File: src/rtl/dmem_pkg.sv
// dmem_pkg: store width codes and sequencer state encoding shared by the dmem store path
package dmem_pkg;
    localparam logic [2:0] F3_SB = 3'b000;
    localparam logic [2:0] F3_SH = 3'b001;
    localparam logic [2:0] F3_SW = 3'b010;
    localparam logic [2:0] F3_SD = 3'b011;
    typedef enum logic {ST_IDLE, ST_SPLIT} state_t;
endpackage

File: src/rtl/dmem_beat_gen.sv
// dmem_beat_gen: byte enables and lane-shifted data for the one or two write beats of a store
module dmem_beat_gen (
    input  logic [2:0]  func3,
    input  logic [2:0]  off,
    input  logic [63:0] data,
    output logic [7:0]  be0,
    output logic [63:0] wd0,
    output logic [7:0]  be1,
    output logic [63:0] wd1,
    output logic        split,
    output logic        illegal
);
    logic [3:0]  nb;
    logic [15:0] lanes;
    always_comb begin
        nb = 4'd1 << func3[1:0];
        // byte mask over two doublewords; the upper half is whatever spills past byte 7
        lanes = ((16'd1 << nb) - 16'd1) << off;
        illegal = func3[2];
        be0 = lanes[7:0];
        be1 = lanes[15:8];
        split = !illegal && (be1 != 8'h00);
        wd0 = data << {off, 3'b000};
        wd1 = data >> (7'd64 - {1'b0, off, 3'b000});
    end
endmodule

File: src/rtl/dmem_store_sequencer.sv
// dmem_store_sequencer: issues MEM-stage stores onto the 64-bit byte-enabled dmem port, splitting misaligned ones
module dmem_store_sequencer
    import dmem_pkg::*;
#(
    parameter int IDX_W = 8
) (
    input  logic             clk,
    input  logic             rst,
    input  logic             req_valid,
    output logic             req_ready,
    input  logic [2:0]       req_func3,
    input  logic [63:0]      req_addr,
    input  logic [63:0]      req_data,
    output logic [7:0]       mem_we,
    output logic [63:0]      mem_wdata,
    output logic [IDX_W-1:0] mem_addr,
    output logic             st_err
);
    state_t           state, nxt;
    logic [7:0]       be0, be1, be1_q;
    logic [63:0]      wd0, wd1, wd1_q;
    logic [IDX_W-1:0] idx, idx1_q;
    logic             split, illegal, hs;
    logic             unused_addr;

    assign idx = req_addr[IDX_W+2:3];
    assign unused_addr = ^req_addr[63:IDX_W+3];

    dmem_beat_gen u_beat (
        .func3  (req_func3),
        .off    (req_addr[2:0]),
        .data   (req_data),
        .be0    (be0),
        .wd0    (wd0),
        .be1    (be1),
        .wd1    (wd1),
        .split  (split),
        .illegal(illegal)
    );

    always_comb begin
        req_ready = state == ST_IDLE;
        hs = req_valid && req_ready;
        nxt = (hs && split) ? ST_SPLIT : ST_IDLE;
    end

    always_ff @(posedge clk or posedge rst) begin
        if (rst) begin
            state <= ST_IDLE;
            mem_we <= 8'h00;
            mem_wdata <= 64'd0;
            mem_addr <= '0;
            st_err <= 1'b0;
            be1_q <= 8'h00;
            wd1_q <= 64'd0;
            idx1_q <= '0;
        end else begin
            state <= nxt;
            st_err <= hs && illegal;
            if (state == ST_SPLIT) begin
                mem_we <= be1_q;
                mem_wdata <= wd1_q;
                mem_addr <= idx1_q;
            end else if (hs) begin
                mem_we <= illegal ? 8'h00 : be0;
                mem_wdata <= wd0;
                mem_addr <= idx;
            end else begin
                mem_we <= 8'h00;
            end
            // second beat targets the next doubleword, wrapping at the top of memory
            if (hs && split) begin
                be1_q <= be1;
                wd1_q <= wd1;
                idx1_q <= idx + 1'b1;
            end
        end
    end
endmodule
File: config.mk
export PLATFORM = sky130hd
export DESIGN_NAME = dmem_store_sequencer
export DESIGN_NICKNAME = d
export VERILOG_FILES = /design/src/rtl/dmem_pkg.sv /design/src/rtl/dmem_beat_gen.sv /design/src/rtl/dmem_store_sequencer.sv
export SDC_FILE = /design/constraint.sdc
export NUM_CORES = 1
export LEC_CHECK = 0
export CAP_MARGIN = 20
export CORE_ASPECT_RATIO = 1.2
export CORE_MARGIN = 1
export CORE_UTILIZATION = 50
export CTS_CLUSTER_DIAMETER = 100
export DETAILED_ROUTE_END_ITERATION = 10
export PLACE_DENSITY = 0.83
export SYNTH_ARGS = -nofsm -noshare
export SYNTH_HDL_FRONTEND = slang
export SYNTH_SLANG_ARGS = --single-unit
File: constraint.sdc
create_clock -name clk -period 14.3 [get_ports clk]
set_input_delay 2.86 -clock clk [delete_from_list [all_inputs] [get_ports clk]]
set_output_delay 2.86 -clock clk [all_outputs]
set_load 0.05 [all_outputs]
==> results of run 1 <==
flip-flops by register name, indices dropped and copies added (netlist names):
signal and flops:
state 1, wd1_q 64, idx1_q 8, mem_we 8, mem_wdata 64, st_err 1
be1_q 8, mem_addr 8
layout make-up:
cell class | count | area (sq um)
flip-flops and latches | 162 | 4060
clock inverters | 14 | 121
well taps | 265 | 332
clock buffers | 18 | 439
repair buffers | 175 | 1700
multi-input cells | 656 | 5550
inverters | 54 | 208
fillers | 1630 | 7770
metal layers:
layer / part of all wire (%) / global-route usage [%] / up-vias
li1: - / - / 3846
met1: 38 / 41.4 / 4488
met2: 47 / 51.0 / 613
met3: 9.2 / 6.46 / 140
met4: 6.2 / 20.5 / 2
met5: 0.032 / 0 / -
worst max-delay path, cell delays in order:
cell	delay [ps]
buf_4	540
inv_2	500
ha_2	470
buf_4	650
inv_2	450
mux2i_1	510
a22o_1	280
mux2_2	170
where the power goes:
| part | internal [uW] | switching, uW |
|---|---|---|
| combinational | 191 | 295 |
| sequential | 544 | 53.2 |
| clock | 233 | 209 |
worst max-delay path by stage:
stage | startpoint | to | slack [ps] | cells after the start
after floorplan | rst | be1_q[0] | 7060 | 1
after global placement | req_addr[0] | wd1_q[0] | 7900 | 8
after detailed placement | req_addr[0] | wd1_q[1] | 7880 | 8
after CTS | req_addr[0] | wd1_q[1] | 8330 | 8
after global routing | req_addr[0] | wd1_q[0] | 8120 | 8
final | req_addr[0] | wd1_q[0] | 8200 | 8
cell families after synthesis:
kind of cell | Yosys count | share of synthesized area, %
XOR/XNOR | 6 | 0.511
AO/OA/AOI/OAI | 251 | 18.1
buffers and inverters | 145 | 6.80
multiplexers | 212 | 26.5
AND/OR/NAND/NOR | 182 | 8.13
flip-flops | 162 | 39.4
adder cells (fa/ha/maj) | 5 | 0.560
cells in the mapped netlist (3+ instances only):
| library cell | number |
|---|---|
| nand2_1 | 73 |
| inv_1 | 49 |
| nor2_1 | 41 |
| o22ai_1 | 3 |
| and2_1 | 10 |
| a22oi_1 | 51 |
| nor3_1 | 8 |
| dfrtp_1 | 162 |
| a22o_1 | 16 |
| buf_6 | 7 |
| nand4_1 | 8 |
| buf_1 | 6 |
| a211oi_1 | 9 |
| o32ai_1 | 10 |
| o31ai_1 | 25 |
| and3_1 | 5 |
| xnor2_1 | 4 |
| o21ai_0 | 11 |
| mux4_2 | 41 |
| a21oi_1 | 20 |
| nor2b_1 | 11 |
| inv_2 | 5 |
| mux2_2 | 29 |
| mux2_1 | 33 |
| o211ai_1 | 3 |
| a32oi_1 | 8 |
| ha_1 | 3 |
| a31o_1 | 7 |
| clkbuf_1 | 32 |
| buf_2 | 28 |
| buf_4 | 18 |
| mux2i_1 | 106 |
| nand3_1 | 14 |
| o2bb2ai_1 | 16 |
| a32o_1 | 9 |
| a222oi_1 | 16 |
| o21ai_1 | 35 |
per-stage QoR:
stage	worst slack, ps	instance area [sq um]	total power (uW)	hold WS, ps	std cells
after floorplan	7060	10300	914	434	963
after global placement	7900	11800	1070	449	1312
after detailed placement	7880	11800	1080	456	1312
after CTS	8330	12400	1520	473	1344
after global routing	8120	12400	1580	492	1344
final	8200	12400	1520	464	1344
==> flow_summary.yaml, run 1 <==
die:
  io_pins: 216
  die_area_sq_um: 21100
  die_y_um: 159
  start_util_pct: 50.9
  die_x_um: 133
  rows: 57
  coreArea_sq_um: 20200
placed_design:
  portBuffers: 162
  place.gp.congestion: 0.959
  dpl.hpwl_mm: 22.5
critical_path:
  endpoint_kind: "flop"
  startpoint_type: "input port"
  r2r-end: "wd1_q[25]"
  arrival_ps: 6470
  path_class: "in -> reg"
  rrSetupSlack_ps: 11610
  required_ps: 14680
  r2r_start: "state"
  r2r_cells: 5
  crit_fanout: 60
timing:
  relSlewSlack_pct: 30.6
  period_share_pct: 42.6
  finalClockSkew_ps: 5.56
  tightest_slew_ps: 1040
  setup_viol: 0
  fin_tns_setup_ps: 0
  rsz0062_at_grt: "no"
  hold_viol: 0
  final-max-slew-violation-count: 0
  fmax_mhz: 164
  period_needed_ps: 6100
layout:
  fin_util_pct: 61.5
  final_cell_mix: "161 x dfrtp_1, 158 x clkdlybuf4s50_1, 106 x mux2i_1"
  final_common_cell: "dfrtp_1"
  antenna_cells: 0
  fin_nets: 1203
  area_growth_pct: 20.7
  drive_above_1_share_pct: 12.3
logic_synthesis:
  synth_largest_area_cell: "dfrtp_1"
  synth_fp_nets: 1100
  synth_area_leaders: "dfrtp_1 39%, mux2i_1 10%, mux4_2 9.0%, a22oi_1 3.7%, mux2_1 3.6%"
  yosysWarnings: 0
  yosysSeqAreaShare_pct: 39.4
  synth_top_area_share_pct: 39.4
  ys_types: 60
  syn_area_sq_um: 10300
  netlist_instances: 963
  synth_flop_cell: "dfrtp_1"
  synth_edf_count: 0
  synth_area_per_cell_sq_um: 10.7
  synth-seq-cells: 162
  synthArstFlopShare_pct: 100
min_path:
  hold_end: "be1_q[0]"
  min_from: "be1_q[0]"
  hold_path.class: "reg -> reg"
  min_path_cells: 1
routing:
  drt_wl_total_mm: 33.9
  drc: 0
  vias_per_cell: 6.76
  first_iter_violations: 1158
  antenna_left: 0
  wire_per_inst_um: 25.2
  via_count: 9089
  dr.pass1.iters: 7
clock_tree:
  cts_buffers: 17
  htreeDepth: 4
  clock_latency_ps: 430
  path_clk_slew_ps: 70
  cts_num_sinks: 162
  post_cts_buffers: 0
  post_cts_resized: 0
  cts-root-buf: "clkbuf_16"
  postCtsHoldBufs: 0
  cts_tree: "built"
  cts.path.max_buffers: 2
pwr:
  power.leakage_uw: 0.00522
  ir_worst_vdd_v: 0.0000889
  power_density_nw_per_um2: 123
grt:
  first_global_vias: 9007
  track_usage_pct: 32.6
  overflow: 0
  antenna_found_initial: 1
  grt_pass1_wl_mm: 52.2
  grt_max_degree: 99
outcome:
  run_status: "completed"
run:
  drv_cap: 0
(Power assumes the default switching activity.)
==> run 2: changes to the inputs <==
==> constraint.sdc (replaced) <==
create_clock -name clk -period 5.7 [get_ports clk]
set_input_delay 1.14 -clock clk [delete_from_list [all_inputs] [get_ports clk]]
set_output_delay 1.14 -clock clk [all_outputs]
set_load 0.05 [all_outputs]
==> run 2 against run 1 <==
  * Die area unchanged
  * Core utilization is 0.37 points higher
  * Hold slack better by 3.9 ps
  * Via count grew 0.26%
  * Sequential cell count unchanged
==> flow_summary.yaml, run 2 (synthesis results as in run 1) <==
critical_path:
  crit_fanout: 55
  slowest_stage: "ha_2"
  cpPeakStageDelay_ps: 670
  arrival_ps: 4250
  path_depth: 8
  endpoint_kind: "flop"
  crit_top_cell: "buf_4"
  path_class: "in -> reg"
  required_ps: 6020
  r2r_cells: 5
  critical_path_buf_inv_count: 3
  worstSetupStartpoint: "req_addr[0]"
  r2r_start: "state"
  startpoint_type: "input port"
  path_cells: "buf_4 -> inv_2 -> ha_2 -> buf_4 -> mux2_1 -> a22oi_1 -> o2bb2ai_1 -> mux2_2"
  critPathTopFamily: "buffers and inverters"
clock_tree:
  path_clk_slew_ps: 70
  clock_latency_ps: 440
  cts_num_sinks: 162
  postCtsHoldBufs: 0
  cts_tree: "built"
  post_cts_resized: 0
  cts_buffers: 17
  htreeDepth: 4
  cts-root-buf: "clkbuf_16"
  post_cts_buffers: 0
  cts.path.max_buffers: 2
pwr:
  ir_worst_vdd_v: 0.000226
  power.leakage_uw: 0.00526
  power_density_nw_per_um2: 316
grt:
  first_global_vias: 8944
  track_usage_pct: 32.9
  grt_pass1_wl_mm: 52.4
  antenna_found_initial: 0
  overflow: 0
  grt_max_degree: 101
min_path:
  min_from: "be1_q[0]"
  hold_path.class: "reg -> reg"
  min_path_cells: 1
placed_design:
  portBuffers: 162
  dpl.hpwl_mm: 22.9
  post-place-ws_ps: 1350
  placed_area_sq_um: 11900
  place.gp.congestion: 1.02
die:
  start_util_pct: 50.9
  die_y_um: 159
  rows: 57
  io_pins: 216
  die_x_um: 133
  die_area_sq_um: 21100
  coreArea_sq_um: 20200
routing:
  wire_per_inst_um: 25.6
  drc: 0
  first_iter_violations: 1089
  vias_per_cell: 6.77
  via_count: 9113
  dr.pass1.iters: 6
  antenna_left: 0
  drt_wl_total_mm: 34.5
timing:
  period_needed_ps: 3930
  setup_viol: 0
  finalClockSkew_ps: 8.00
  fin_tns_setup_ps: 0
  fmax_mhz: 254
  relSlewSlack_pct: 25.9
  final-max-slew-violation-count: 0
  rsz0062_at_grt: "no"
  hold_viol: 0
  setup_ws_ps: 1770
  tightest_slew_ps: 1110
  period_share_pct: 69.0
layout:
  filler_cell_count: 1663
  final_cell_mix: "161 x dfrtp_1, 158 x clkdlybuf4s50_1, 106 x mux2i_1"
  design_area_sq_um: 12500
  multi_input_area_sq_um: 5550
  drive_above_1_share_pct: 12.5
  fin_nets: 1205
  ff_latch_area_sq_um: 4060
  area_growth_pct: 21.4
  final_common_cell: "dfrtp_1"
  fin_util_pct: 61.8
  reg_top3: "mem_wdata (64), wd1_q (64)"
  antenna_cells: 0
outcome:
  run_status: "completed"
run:
  drv_cap: 0
## run 2: path summary, 6_finish.rpt
path | end | slack [ps]
max | wd1_q[10] | 1770
min | be1_q[0] | 470
max reg2reg | wd1_q[22] | 2990
min reg2reg | be1_q[0] | 470
max in group asynchronous | mem_wdata[50] | 3370
min in group asynchronous | mem_wdata[62] | 1300
## run 2: report_power, final
group / switching (uW) / internal (uW) / leakage, uW
clock: 547 / 668 / 0.000298
combinational: 744 / 482 / 0.00290
sequential: 136 / 1360 / 0.00206
## run 2: metrics by stage
stage	cells	hold WS (ps)	total power (uW)
global placement	1314	453	2700
detailed placement	1314	455	2720
CTS	1346	470	3940
finish	1346	468	3940
floorplan	963	434	2290
global route	1346	492	4090
## run 2: final cells by class
type / instances / area share, %
Clock buffer: 17 / 3.41
Multi-Input combinational cell: 656 / 44.5
Inverter: 54 / 1.66
Sequential cell: 162 / 32.5
Tap cell: 265 / 2.66
Clock inverter: 15 / 1.46
Timing Repair Buffer: 177 / 13.9
## run 2: per-layer routing
layer | global-route usage (%) | vias to the layer above | part of all wire, %
li1 | - | 3847 | -
met5 | 0 | - | 0
met1 | 41.7 | 4495 | 37
met3 | 6.37 | 138 | 9.4
met2 | 51.1 | 633 | 47
met4 | 22.2 | 0 | 6.6
==> run 3: changes to the inputs <==
--- a/config.mk
+++ b/config.mk
@@ -8,10 +8,10 @@
 export CAP_MARGIN = 20
 export CORE_ASPECT_RATIO = 1.2
 export CORE_MARGIN = 1
-export CORE_UTILIZATION = 50
+export CORE_UTILIZATION = 47
 export CTS_CLUSTER_DIAMETER = 100
 export DETAILED_ROUTE_END_ITERATION = 10
-export PLACE_DENSITY = 0.83
+export PLACE_DENSITY = 0.82
 export SYNTH_ARGS = -nofsm -noshare
 export SYNTH_HDL_FRONTEND = slang
 export SYNTH_SLANG_ARGS = --single-unit
==> constraint.sdc (replaced) <==
create_clock -name clk -period 3.4 [get_ports clk]
set_input_delay 0.68 -clock clk [delete_from_list [all_inputs] [get_ports clk]]
set_output_delay 0.68 -clock clk [all_outputs]
set_load 0.05 [all_outputs]
==> run 3 against run 2 <==
  * Die area is 6.3% higher
  * Highest routed layer is now met5
  * Core utilization is 1.8 points lower
  * Power is 70% higher
  * Combinational power is 70% higher
  * Register-to-register slack worse by 1800 ps
  * Hold slack better by 3.4 ps
  * Routed wire length is 0.91% higher
  * Setup slack worse by 1000 ps
  * Critical path type is now reg -> out
==> flow_summary.yaml, run 3 (synthesis results as in run 1) <==
pwr:
  power_density_nw_per_um2: 527
  power.leakage_uw: 0.00538
  ir_worst_vdd_v: 0.000373
critical_path:
  endpoint_kind: "output port"
  path_class: "reg -> out"
  startpoint_type: "flop"
  r2r-end: "wd1_q[19]"
  r2r_start: "state"
  required_ps: 2720
  worstSetupStartpoint: "state"
  rrSetupSlack_ps: 1200
  cp-endpoint: "req_ready"
  crit_fanout: 6
  r2r_cells: 5
  arrival_ps: 1990
grt:
  grt_pass1_wl_mm: 53.2
  first_global_vias: 9085
  track_usage_pct: 32.0
  overflow: 0
  antenna_found_initial: 1
  grt_max_degree: 71
timing:
  hold_viol: 0
  fmax_mhz: 375
  period_share_pct: 78.5
  holdWs_ps: 472
  final-max-slew-violation-count: 0
  tightest_slew_ps: 897
  relSlewSlack_pct: 40.1
  finalClockSkew_ps: 8.95
  rsz0062_at_grt: "no"
  period_needed_ps: 2670
  fin_tns_setup_ps: 0
  setup_ws_ps: 732
  setup_viol: 0
clock_tree:
  cts_tree: "built"
  post_cts_resized: 0
  path_clk_slew_ps: 60
  postCtsHoldBufs: 0
  cts-root-buf: "clkbuf_16"
  cts_num_sinks: 162
  htreeDepth: 4
  cts_buffers: 17
  cts.path.max_buffers: 2
  post_cts_buffers: 0
  clock_latency_ps: 440
outcome:
  run_status: "completed"
layout:
  reg_top3: "mem_wdata (64), wd1_q (64)"
  antenna_cells: 0
  fin_nets: 1224
  final_cell_mix: "161 x dfrtp_1, 158 x clkdlybuf4s50_1, 106 x mux2i_1"
  filler_cell_count: 1761
  final_common_cell: "dfrtp_1"
  area_growth_pct: 23.8
  drive_above_1_share_pct: 13.8
routing:
  wire_per_inst_um: 25.4
  drc: 0
  first_iter_violations: 1134
  drt_wl_total_mm: 34.8
  antenna_left: 0
  dr.pass1.iters: 8
  vias_per_cell: 6.80
  via_count: 9300
min_path:
  min_path_cells: 1
  hold_path.class: "reg -> reg"
die:
  die_y_um: 164
  die_area_sq_um: 22500
  die_x_um: 137
  coreArea_sq_um: 21200
  io_pins: 216
  rows: 58
  start_util_pct: 48.5
run:
  drv_cap: 0
placed_design:
  portBuffers: 162
  dpl.hpwl_mm: 23.8
  post-place-ws_ps: 493
  place.gp.congestion: 1.04
-- run 3: cell type report --
type	count	area [sq um]	share of cell area [%]
clock inverters	11	178	1.40
flip-flops and latches	162	4060	31.9
clock buffers	19	453	3.56
well taps	270	338	2.65
multi-input cells	656	5550	43.6
inverters	54	206	1.62
repair buffers	196	1950	15.3
-- run 3: worst max-delay path, stage by stage, from the launching register on --
cell and delay (ps):
dfrtp_4 490, inv_1 210, clkdlybuf4s50_1 860
-- run 3: power breakdown --
part / leakage (uW) / internal (uW) / switching, uW
clock: 0.000299 / 1270 / 841
combinational: 0.00302 / 832 / 1260
sequential: 0.00206 / 2290 / 217
-- run 3: worst min path at each step --
stage	start	endpoint	slack [ps]
floorplan	be1_q[0]	be1_q[0]	430
global placement	be1_q[0]	be1_q[0]	450
detailed placement	be1_q[0]	be1_q[0]	450
CTS	be1_q[0]	be1_q[0]	470
global route	wd1_q[40]	mem_wdata[40]	500
finish	be1_q[0]	be1_q[0]	470
-- run 3: through the flow --
step,total power (uW),utilization [%],cells,area [sq um]
floorplan,3840,-,963,10300
global placement,4550,57.1,1338,12100
detailed placement,4600,57.1,1338,12100
CTS,6700,60.1,1368,12700
global route,6940,60.1,1368,12700
finish,6710,60.1,1368,12700
-- run 3: layer usage --
| metal | up-vias | GRT usage, % | routed length (um) |
|---|---|---|---|
| li1 | 3883 | - | - |
| met1 | 4612 | 41.1 | 13000 |
| met2 | 648 | 49.8 | 16300 |
| met3 | 155 | 6.73 | 3430 |
| met4 | 2 | 18.7 | 2050 |
| met5 | - | 0 | 8 |
